`src/rtl/regfile_sb.sv`:
```
// 2-read/2-write register file with scoreboard busy bits and a
// bulk-clear sequencer. Ports: clk, rst (async, active-low), two
// write ports (weX/addr_wrX/data_wrX, port 1 wins), two combinational
// reads (rs1/rs2 + busy), issue handshake (iss_valid/iss_addr/
// iss_ready), clear control (clr_start/clr_busy).
module regfile_sb #(
  parameter int N        = 3,
  parameter int W        = 8,
  parameter int ZERO_REG = 1,
  parameter int BYPASS   = 1
) (
  input  logic         clk,
  input  logic         rst,
  input  logic         we0,
  input  logic [N-1:0] addr_wr0,
  input  logic [W-1:0] data_wr0,
  input  logic         we1,
  input  logic [N-1:0] addr_wr1,
  input  logic [W-1:0] data_wr1,
  input  logic [N-1:0] addr_rs1,
  input  logic [N-1:0] addr_rs2,
  output logic [W-1:0] rs1,
  output logic [W-1:0] rs2,
  output logic         rs1_busy,
  output logic         rs2_busy,
  input  logic         iss_valid,
  input  logic [N-1:0] iss_addr,
  output logic         iss_ready,
  input  logic         clr_start,
  output logic         clr_busy
);

  localparam int R = 1 << N;

  typedef enum logic {
    IDLE,
    CLEAR
  } state_t;

  state_t         state_q;
  state_t         state_d;
  logic [N-1:0]   cnt_q;
  logic [N-1:0]   cnt_d;
  logic [W-1:0]   regs_q [R];
  logic [R-1:0]   busy_q;
  logic [R-1:0]   busy_d;

  logic idle;
  logic wr0_en;
  logic wr1_en;
  logic iss_go;

  // r0 is treated as unwritable and never busy when hardwired
  function automatic logic live(input logic [N-1:0] a);
    return (ZERO_REG == 0) || (a != '0);
  endfunction

  assign idle   = (state_q == IDLE);
  assign wr0_en = we0 && idle && live(addr_wr0);
  assign wr1_en = we1 && idle && live(addr_wr1);

  // no busy bypass: a same-cycle write does not make iss_addr ready
  assign iss_ready = idle && !busy_q[iss_addr];
  assign iss_go    = iss_valid && iss_ready && live(iss_addr);

  always_comb begin
    rs1 = regs_q[addr_rs1];
    if (BYPASS != 0 && wr1_en && addr_wr1 == addr_rs1)
      rs1 = data_wr1;
    else if (BYPASS != 0 && wr0_en && addr_wr0 == addr_rs1)
      rs1 = data_wr0;
    if (!live(addr_rs1))
      rs1 = '0;
  end

  always_comb begin
    rs2 = regs_q[addr_rs2];
    if (BYPASS != 0 && wr1_en && addr_wr1 == addr_rs2)
      rs2 = data_wr1;
    else if (BYPASS != 0 && wr0_en && addr_wr0 == addr_rs2)
      rs2 = data_wr0;
    if (!live(addr_rs2))
      rs2 = '0;
  end

  assign rs1_busy = busy_q[addr_rs1]
    && !(wr0_en && addr_wr0 == addr_rs1)
    && !(wr1_en && addr_wr1 == addr_rs1);

  assign rs2_busy = busy_q[addr_rs2]
    && !(wr0_en && addr_wr0 == addr_rs2)
    && !(wr1_en && addr_wr1 == addr_rs2);

  // issue set is applied last so it wins over a same-cycle write
  always_comb begin
    busy_d = busy_q;
    if (state_q == CLEAR) begin
      busy_d[cnt_q] = 1'b0;
    end else begin
      if (wr0_en) busy_d[addr_wr0] = 1'b0;
      if (wr1_en) busy_d[addr_wr1] = 1'b0;
      if (iss_go) busy_d[iss_addr] = 1'b1;
    end
  end

  always_comb begin
    state_d  = state_q;
    cnt_d    = cnt_q;
    clr_busy = 1'b0;
    unique case (state_q)
      IDLE: begin
        if (clr_start) state_d = CLEAR;
      end
      CLEAR: begin
        clr_busy = 1'b1;
        cnt_d    = cnt_q + 1'b1;
        if (cnt_q == N'(R - 1)) state_d = IDLE;
      end
      default: state_d = IDLE;
    endcase
  end

  always_ff @(posedge clk or negedge rst) begin
    if (!rst) begin
      state_q <= IDLE;
      cnt_q   <= '0;
      busy_q  <= '0;
    end else begin
      state_q <= state_d;
      cnt_q   <= cnt_d;
      busy_q  <= busy_d;
    end
  end

  // port 1 is written last so it wins on an address collision
  always_ff @(posedge clk or negedge rst) begin
    if (!rst) begin
      for (int i = 0; i < R; i++)
        regs_q[i] <= '0;
    end else if (state_q == CLEAR) begin
      regs_q[cnt_q] <= '0;
    end else begin
      if (wr0_en) regs_q[addr_wr0] <= data_wr0;
      if (wr1_en) regs_q[addr_wr1] <= data_wr1;
    end
  end

endmodule

```
`config.mk`:
```
export PLATFORM = sky130hd
export DESIGN_NAME = regfile_sb
export DESIGN_NICKNAME = d
export VERILOG_FILES = /design/src/rtl/regfile_sb.sv
export SDC_FILE = /design/constraint.sdc
export NUM_CORES = 1
export LEC_CHECK = 0
export CAP_MARGIN = 0
export CORE_ASPECT_RATIO = 1.2
export CORE_MARGIN = 2
export CORE_UTILIZATION = 50
export CTS_BUF_LIST = sky130_fd_sc_hd__clkbuf_8
export DETAILED_ROUTE_END_ITERATION = 16
export PLACE_DENSITY_LB_ADDON = 0.3
export RECOVER_POWER = 100
export SLEW_MARGIN = 20
export SYNTH_ARGS = -nofsm -noshare
export SYNTH_HDL_FRONTEND = slang
export SYNTH_SLANG_ARGS = --single-unit
```
`constraint.sdc`:
```
create_clock -name clk -period 6.3 [get_ports clk]
set_clock_uncertainty 0.15 [all_clocks]
set_input_delay 1.89 -clock clk [delete_from_list [all_inputs] [get_ports clk]]
set_output_delay 1.89 -clock clk [all_outputs]
set_load 0.03 [all_outputs]
```
==> results of run 1 <==
[metal layers]
layer / routed length, µm / part of all wire, % / vias up
met5: 0 / 0 / -
met4: 1888 / 8.0 / 0
met3: 2995 / 13 / 111
met2: 10370 / 44 / 551
met1: 8465 / 36 / 3078
li1: - / - / 2703
[worst max-delay path, cell delays in order]
cell	delay (ns)
dlygate4sd3_1	0.66
buf_4	0.21
xor2_1	0.16
nor3_2	0.52
a22oi_1	0.19
a21oi_1	0.23
clkbuf_2	0.24
[sequential cells by signal, summed over array words and instances, names as in the netlist]
signal   count
regs_q      64
busy_q       8
cnt_q        3
state_q      1
[power groups by stage]
stage	clock, mW	sequential [mW]	combinational (mW)
5_1_grt	0.445	0.787	1.15
4_1_cts	0.425	0.767	1.06
2_1_floorplan	0	0.693	0.748
3_5_place_dp	0	0.776	1.05
3_3_place_gp	0	0.767	1.02
6_report	0.423	0.785	1.07
[final cells by class]
type                            count  area (µm²)  area share [%]
Inverter                            4       15.01          0.2125
Clock inverter                      3       42.54          0.6021
Multi-Input combinational cell    528        3986           56.42
Timing Repair Buffer               87       734.5           10.39
Clock buffer                       13       178.9           2.532
Tap cell                          161       201.4           2.851
Antenna cell                        2       5.005         0.07083
Sequential cell                    76        1902           26.92
[logic make-up (layout without fill, tap and decap cells)]
group | after synthesis | after routing | synth area share (%)
AO/OA/AOI/OAI | 274 | 274 | 29.14
AND/OR/NAND/NOR | 183 | 183 | 15.82
buffers and inverters | 85 | 107 | 6.012
flip-flops | 76 | 76 | 30.36
multiplexers | 56 | 56 | 16.46
XOR/XNOR | 13 | 13 | 1.817
adder cells (fa/ha/maj) | 2 | 2 | 0.3994
other | 0 | 2 | 0
[path summary, 6_finish.rpt]
path / startpoint / endpoint / slack (ns)
max: addr_rs1[2] / rs1[6] / 0.15
min: regs_q[52] / regs_q[52] / 0.36
max reg2reg: state_q / regs_q[35] / 1.49
min reg2reg: regs_q[52] / regs_q[52] / 0.36
max in group asynchronous: rst / regs_q[60] / 2.89
min in group asynchronous: rst / regs_q[26] / 1.92
[synth_stat cells (6+ instances only)]
cell      instances
dfrtp_1          76
nor2_1           34
xor2_1            7
nand3_1          42
xnor2_1           6
o41ai_1           8
o31ai_1          68
a22oi_1          16
a21o_1           33
and3_1           27
nand2_1          25
or3_1             6
nor3b_1           8
a211oi_1         25
mux2_2           16
nor2b_1          12
buf_2            27
o21ai_0          52
buf_1            16
clkbuf_1         32
mux4_2           36
a21oi_1          52
==> report_table.html, run 1 <==
<table>
<tr><th>Metric</th><th>Value</th></tr>
<tr><th colspan="2">Status</th></tr>
<tr><td>Run status</td><td>finished, violations left</td></tr>
<tr><td>Violated checks</td><td>max-capacitance violations, max-slew violations</td></tr>
<tr><th colspan="2">Routing</th></tr>
<tr><td>Routed via count divided by cell count</td><td>7.372</td></tr>
<tr><td>First DRT Iteration DRCs</td><td>771</td></tr>
<tr><td>Number of vias in the routed layout</td><td>6443</td></tr>
<tr><td>WL per Instance</td><td>27.13 µm</td></tr>
<tr><td>DRT antenna net count</td><td>0</td></tr>
<tr><td>Post-detailed-route DRC marker count</td><td>0</td></tr>
<tr><td>Number of optimization iterations in the first detailed-route pass</td><td>8</td></tr>
<tr><td>Total routed wirelength</td><td>23.71 mm</td></tr>
<tr><th colspan="2">Cells and area</th></tr>
<tr><td>Most frequent cells in the layout</td><td>dfrtp_1 (76), o31ai_1 (68), o21ai_0 (52), a21oi_1 (52), nand3_1 (42)</td></tr>
<tr><td>Net total in the final layout</td><td>745</td></tr>
<tr><td>Most common cell after layout, fill and taps aside</td><td>dfrtp_1</td></tr>
<tr><td>Total non-filler cell area in the finished layout</td><td>7066 µm²</td></tr>
<tr><td>Final core utilization</td><td>58.07%</td></tr>
<tr><td>Final Non-Filler Cells</td><td>874</td></tr>
<tr><td>Fill count</td><td>1045</td></tr>
<tr><td>Layout overhead on the synthesized area</td><td>12.78%</td></tr>
<tr><td>Fraction of final layout cells sized beyond drive strength 1</td><td>17.16%</td></tr>
<tr><th colspan="2">Setup path</th></tr>
<tr><td>CP Data Required Time</td><td>4.26 ns</td></tr>
<tr><td>Critical path type</td><td>input pin to primary output</td></tr>
<tr><td>R2R cell count</td><td>6</td></tr>
<tr><td>Data arrival time of the critical path</td><td>4.11 ns</td></tr>
<tr><td>Element type at the critical path end</td><td>primary output</td></tr>
<tr><td>Maximum fanout along the worst path</td><td>9</td></tr>
<tr><td>Kind of start point of the critical path</td><td>input pin</td></tr>
<tr><th colspan="2">Pwr</th></tr>
<tr><td>Sw Pwr</td><td>1.050 mW</td></tr>
<tr><td>Overall Power</td><td>2.279 mW</td></tr>
<tr><td>Worst-case vdd ir drop</td><td>0.0001553 V</td></tr>
<tr><td>LEAKAGE</td><td>3.010 nW</td></tr>
<tr><td>Switching power share of the total</td><td>46.07%</td></tr>
<tr><td>Logic gate share of total power</td><td>47.0%</td></tr>
<tr><td>Flop pwr share</td><td>34.5%</td></tr>
<tr><td>Clock network power share</td><td>18.6%</td></tr>
<tr><td>Internal Pwr Total</td><td>1.229 mW</td></tr>
<tr><td>Power per unit of standard cell area</td><td>322.5 nW/µm²</td></tr>
<tr><th colspan="2">STA</th></tr>
<tr><td>Peak Freq</td><td>162.6 MHz</td></tr>
<tr><td>Total of endpoints with negative setup slack in the final report</td><td>0</td></tr>
<tr><td>Fin crit share</td><td>97.60%</td></tr>
<tr><td>RSZ-0062 raised after global routing</td><td>false</td></tr>
<tr><td>Worst-margin pin slew</td><td>2.561 ns</td></tr>
<tr><td>Worst slew margin relative to its limit</td><td>-70.74%</td></tr>
<tr><td>Worst Slack Setup Final</td><td>0.1512 ns</td></tr>
<tr><td>Post-route worst hold slack</td><td>0.3619 ns</td></tr>
<tr><td>Final hold violation count</td><td>0</td></tr>
<tr><td>Number of slew-limit violations in the final report</td><td>133</td></tr>
<tr><td>Total negative slack for setup checks</td><td>0 ns</td></tr>
<tr><td>Fin crit period</td><td>6.149 ns</td></tr>
<tr><th colspan="2">CTS</th></tr>
<tr><td>Cells resized by post-CTS repair</td><td>0</td></tr>
<tr><td>Hold-fix buffers, CTS</td><td>0</td></tr>
<tr><td>Bufs on Longest Clock Path</td><td>2</td></tr>
<tr><td>Cts bufs inserted</td><td>9</td></tr>
<tr><td>H-tree Lvls</td><td>3</td></tr>
<tr><td>Clk Latency, worst-skew pair</td><td>0.38 ns</td></tr>
<tr><td>TritonCTS clock tree</td><td>yes</td></tr>
<tr><td>Clk slew on worst S/H paths</td><td>0.08 ns</td></tr>
<tr><td>Root buffer cell</td><td>clkbuf_8</td></tr>
<tr><td>Number of post-CTS setup repair buffers</td><td>0</td></tr>
<tr><td>TritonCTS sink count</td><td>76</td></tr>
<tr><th colspan="2">Synthesis</th></tr>
<tr><td>Most area-hungry cell type in the Yosys netlist</td><td>dfrtp_1</td></tr>
<tr><td>Cell area after synthesis</td><td>6265 µm²</td></tr>
<tr><td>Average cell area after synthesis</td><td>9.093 µm²</td></tr>
<tr><td>Number of enable-type register cells in the synthesized netlist</td><td>0</td></tr>
<tr><td>Largest cells by area after synthesis</td><td>dfrtp_1 (30%), mux4_2 (13%), o31ai_1 (8.1%)</td></tr>
<tr><td>Number of distinct library cells after synthesis</td><td>53</td></tr>
<tr><td>Part of the Yosys area used for sequential elements</td><td>30.36%</td></tr>
<tr><td>Synth top area share</td><td>30.36%</td></tr>
<tr><td>Ys flop type</td><td>dfrtp_1</td></tr>
<tr><td>Share of synthesized flip-flops with an asynchronous set or reset</td><td>100.0%</td></tr>
<tr><td>Number of register bits inferred by synthesis</td><td>76</td></tr>
<tr><td>Synthesized instance count</td><td>689</td></tr>
<tr><td>Syn. warnings</td><td>0</td></tr>
<tr><td>Mapped Nets</td><td>728</td></tr>
<tr><th colspan="2">Placed design</th></tr>
<tr><td>Worst slack after detailed placement</td><td>0.2532 ns</td></tr>
<tr><td>Hpwl dp</td><td>16.83 mm</td></tr>
<tr><td>Port Buf Inserts</td><td>56</td></tr>
<tr><td>Standard cell area after detailed placement</td><td>6893 µm²</td></tr>
<tr><td>Weighted congestion reported at the end of routability-driven placement</td><td>1.030</td></tr>
<tr><td>Post-placement cell count</td><td>856</td></tr>
<tr><th colspan="2">GRT</th></tr>
<tr><td>Maximum number of pins on one net before global-route repair</td><td>77</td></tr>
<tr><td>Number of global-route vias before repair</td><td>6025</td></tr>
<tr><td>Wire length of the first global-routing pass</td><td>36.27 mm</td></tr>
<tr><td>Number of antenna violations at the first check in global routing</td><td>1</td></tr>
<tr><td>Overflow after GRT</td><td>0</td></tr>
<tr><td>GR peak layer</td><td>met2</td></tr>
<tr><td>Global Route met2 Usage</td><td>53.47%</td></tr>
<tr><td>GRT Util Overall</td><td>35.88%</td></tr>
<tr><td>Met3 Use GR</td><td>7.657%</td></tr>
<tr><td>Grt met1 use</td><td>46.54%</td></tr>
<tr><th colspan="2">Worst hold path</th></tr>
<tr><td>Hold Path Class</td><td>flip-flop to flip-flop</td></tr>
<tr><td>Worst hold path depth</td><td>1</td></tr>
<tr><th colspan="2">Floorplanning</th></tr>
<tr><td># rows</td><td>44</td></tr>
<tr><td>Starting density of the core</td><td>51.49%</td></tr>
<tr><td>Floorplan die area</td><td>13440 µm²</td></tr>
<tr><td>I/O pin count</td><td>57</td></tr>
<tr><td>Die height</td><td>126.6 µm</td></tr>
<tr><td>Area inside the core boundary</td><td>12170 µm²</td></tr>
<tr><td>X dimension of the die</td><td>106.2 µm</td></tr>
<tr><th colspan="2">Flow run</th></tr>
<tr><td>Max cap viols</td><td>2</td></tr>
</table>
No activity file was read; power rests on OpenSTA's default activity.
==> run 2, diff against run 1 <==
- GPL_ROUTABILITY_DRIVEN: not set -> 0
==> run 2 against run 1 <==
Worst setup slack improved by 0.0066 ns; fmax rose by 0.11%; the run still ends with max-capacitance violations, max-slew violations left; power fell by 2.4%; sequential cell count did not move.
==> report_table.html, run 2 (same netlist as run 1, synthesis figures left out) <==
<table>
<tr><th>Metric</th><th>Value</th></tr>
<tr><th colspan="2">STA</th></tr>
<tr><td>Fin crit share</td><td>97.50%</td></tr>
<tr><td>Worst Slack Setup Final</td><td>0.1578 ns</td></tr>
<tr><td>Worst-margin pin slew</td><td>1.967 ns</td></tr>
<tr><td>Total negative slack for setup checks</td><td>0 ns</td></tr>
<tr><td>Fin crit period</td><td>6.142 ns</td></tr>
<tr><td>Worst slew margin relative to its limit</td><td>-31.13%</td></tr>
<tr><td>Post-route worst hold slack</td><td>0.3738 ns</td></tr>
<tr><td>Peak Freq</td><td>162.8 MHz</td></tr>
<tr><td>RSZ-0062 raised after global routing</td><td>false</td></tr>
<tr><td>Final hold violation count</td><td>0</td></tr>
<tr><td>Number of slew-limit violations in the final report</td><td>115</td></tr>
<tr><td>Total of endpoints with negative setup slack in the final report</td><td>0</td></tr>
<tr><th colspan="2">CTS</th></tr>
<tr><td>Clk slew on worst S/H paths</td><td>0.08 ns</td></tr>
<tr><td>Hold-fix buffers, CTS</td><td>0</td></tr>
<tr><td>Clk Latency, worst-skew pair</td><td>0.36 ns</td></tr>
<tr><td>Cells resized by post-CTS repair</td><td>0</td></tr>
<tr><td>Cts bufs inserted</td><td>9</td></tr>
<tr><td>TritonCTS clock tree</td><td>yes</td></tr>
<tr><td>H-tree Lvls</td><td>3</td></tr>
<tr><td>TritonCTS sink count</td><td>76</td></tr>
<tr><td>Root buffer cell</td><td>clkbuf_8</td></tr>
<tr><td>Bufs on Longest Clock Path</td><td>2</td></tr>
<tr><td>Number of post-CTS setup repair buffers</td><td>0</td></tr>
<tr><th colspan="2">GRT</th></tr>
<tr><td>Number of global-route vias before repair</td><td>6007</td></tr>
<tr><td>Maximum number of pins on one net before global-route repair</td><td>77</td></tr>
<tr><td>Number of antenna violations at the first check in global routing</td><td>1</td></tr>
<tr><td>Overflow after GRT</td><td>0</td></tr>
<tr><td>Wire length of the first global-routing pass</td><td>35.09 mm</td></tr>
<tr><td>GRT Util Overall</td><td>34.27%</td></tr>
<tr><th colspan="2">Setup path</th></tr>
<tr><td>End point of the critical path</td><td>rs2[6]</td></tr>
<tr><td>Critical path origin</td><td>addr_rs2[0]</td></tr>
<tr><td>Critical Path Slowest Stage Cell</td><td>dlygate4sd3_1</td></tr>
<tr><td>Maximum fanout along the worst path</td><td>9</td></tr>
<tr><td>Element type at the critical path end</td><td>primary output</td></tr>
<tr><td>Data arrival time of the critical path</td><td>4.10 ns</td></tr>
<tr><td>CP cell instances</td><td>dlygate4sd3_1 &gt; xor2_1 &gt; nor3_2 &gt; a22oi_1 &gt; a21oi_1 &gt; clkbuf_1</td></tr>
<tr><td>CP max stage delay</td><td>0.79 ns</td></tr>
<tr><td>Critical path type</td><td>input pin to primary output</td></tr>
<tr><td>Capture point of the worst reg-to-reg path</td><td>busy_q[3]</td></tr>
<tr><td>Reg2reg setup slack</td><td>1.66 ns</td></tr>
<tr><td>R2R cell count</td><td>7</td></tr>
<tr><td>Kind of start point of the critical path</td><td>input pin</td></tr>
<tr><td>Reg-to-Reg Start</td><td>state_q</td></tr>
<tr><td>CP Data Required Time</td><td>4.26 ns</td></tr>
<tr><th colspan="2">Routing</th></tr>
<tr><td>Routed via count divided by cell count</td><td>7.221</td></tr>
<tr><td>Total routed wirelength</td><td>22.63 mm</td></tr>
<tr><td>Post-detailed-route DRC marker count</td><td>0</td></tr>
<tr><td>Number of vias in the routed layout</td><td>6326</td></tr>
<tr><td>WL per Instance</td><td>25.83 µm</td></tr>
<tr><td>Number of optimization iterations in the first detailed-route pass</td><td>5</td></tr>
<tr><td>DRT antenna net count</td><td>0</td></tr>
<tr><td>First DRT Iteration DRCs</td><td>730</td></tr>
<tr><th colspan="2">Pwr</th></tr>
<tr><td>Power per unit of standard cell area</td><td>316.3 nW/µm²</td></tr>
<tr><td>LEAKAGE</td><td>2.978 nW</td></tr>
<tr><td>Worst-case vdd ir drop</td><td>0.0001541 V</td></tr>
<tr><td>Overall Power</td><td>2.224 mW</td></tr>
<tr><th colspan="2">Cells and area</th></tr>
<tr><td>Fraction of final layout cells sized beyond drive strength 1</td><td>16.39%</td></tr>
<tr><td>Final Non-Filler Cells</td><td>876</td></tr>
<tr><td>Top reg by flops</td><td>regs_q</td></tr>
<tr><td>Layout overhead on the synthesized area</td><td>12.26%</td></tr>
<tr><td>Fill count</td><td>1043</td></tr>
<tr><td>Biggest registers after layout</td><td>regs_q: 64 flops, busy_q: 8 flops, cnt_q: 3 flops</td></tr>
<tr><td>Net total in the final layout</td><td>748</td></tr>
<tr><td>Final core utilization</td><td>57.81%</td></tr>
<tr><td>Total non-filler cell area in the finished layout</td><td>7033 µm²</td></tr>
<tr><td>Most common cell after layout, fill and taps aside</td><td>dfrtp_1</td></tr>
<tr><td>Most frequent cells in the layout</td><td>dfrtp_1 (75), o31ai_1 (68), o21ai_0 (52), a21oi_1 (52), nand3_1 (42)</td></tr>
<tr><td>Flip-flop count of the largest register, all copies and words added</td><td>64</td></tr>
<tr><th colspan="2">Placed design</th></tr>
<tr><td>Post-placement cell count</td><td>859</td></tr>
<tr><td>Standard cell area after detailed placement</td><td>6899 µm²</td></tr>
<tr><td>Worst slack after detailed placement</td><td>0.3170 ns</td></tr>
<tr><td>Hpwl dp</td><td>16.10 mm</td></tr>
<tr><td>Port Buf Inserts</td><td>56</td></tr>
<tr><th colspan="2">Status</th></tr>
<tr><td>Run status</td><td>finished, violations left</td></tr>
<tr><td>Violated checks</td><td>max-capacitance violations, max-slew violations</td></tr>
<tr><th colspan="2">Floorplanning</th></tr>
<tr><td>Floorplan die area</td><td>13440 µm²</td></tr>
<tr><td>X dimension of the die</td><td>106.2 µm</td></tr>
<tr><td>I/O pin count</td><td>57</td></tr>
<tr><td>Starting density of the core</td><td>51.49%</td></tr>
<tr><td>Die height</td><td>126.6 µm</td></tr>
<tr><td># rows</td><td>44</td></tr>
<tr><td>Area inside the core boundary</td><td>12170 µm²</td></tr>
<tr><th colspan="2">Flow run</th></tr>
<tr><td>Max cap viols</td><td>2</td></tr>
<tr><th colspan="2">Worst hold path</th></tr>
<tr><td>Hold Path Class</td><td>flip-flop to flip-flop</td></tr>
<tr><td>Worst hold path depth</td><td>1</td></tr>
</table>
## run 2: cell count changes in the layout (fill, tap and decap cells not counted), moves of 2 or more
cell      delta
clkbuf_1    +10
clkbuf_2     -8
or2_0        -4
clkbuf_8     -2
or2_2        +3
buf_4        +2
## run 2: worst max-delay path: cells and delay by family
family / cells / cell delay (ns)
buffers and inverters: 2 / 1.12
AND/OR/NAND/NOR: 1 / 0.53
AO/OA/AOI/OAI: 2 / 0.39
XOR/XNOR: 1 / 0.16
## run 2: worst min path at each step
| stage | from | to |
|---|---|---|
| after detailed placement | regs_q[48] | regs_q[48] |
| after global placement | regs_q[52] | regs_q[52] |
| after global routing | regs_q[48] | regs_q[48] |
| final | regs_q[48] | regs_q[48] |
| after floorplan | regs_q[16] | regs_q[16] |
| after CTS | regs_q[48] | regs_q[48] |
## run 2: cell type report
cell class | count | area, µm² | area share, %
Antenna cell | 1 | 2.502 | 0.03558
Sequential cell | 76 | 1903 | 27.06
Clock buffer | 11 | 151.4 | 2.153
Clock inverter | 5 | 51.30 | 0.7294
Multi-Input combinational cell | 528 | 3981 | 56.61
Tap cell | 161 | 201.4 | 2.864
Inverter | 4 | 15.01 | 0.2135
Timing Repair Buffer | 90 | 726.9 | 10.34
## run 2: metal layers
layer,routed length (µm),up-vias,global-route usage (%)
met5,0,-,0
met4,1812,0,23.30
met3,2639,115,7.862
met2,9974,507,51.24
met1,8200,2997,44.21
li1,-,2707,-
## run 2: power by group
part           leakage [nW]  internal, mW  total [mW]  switching, mW
clock                 0.107         0.202       0.392          0.190
combinational          1.83         0.396        1.06          0.666
sequential             1.04         0.602       0.770          0.167
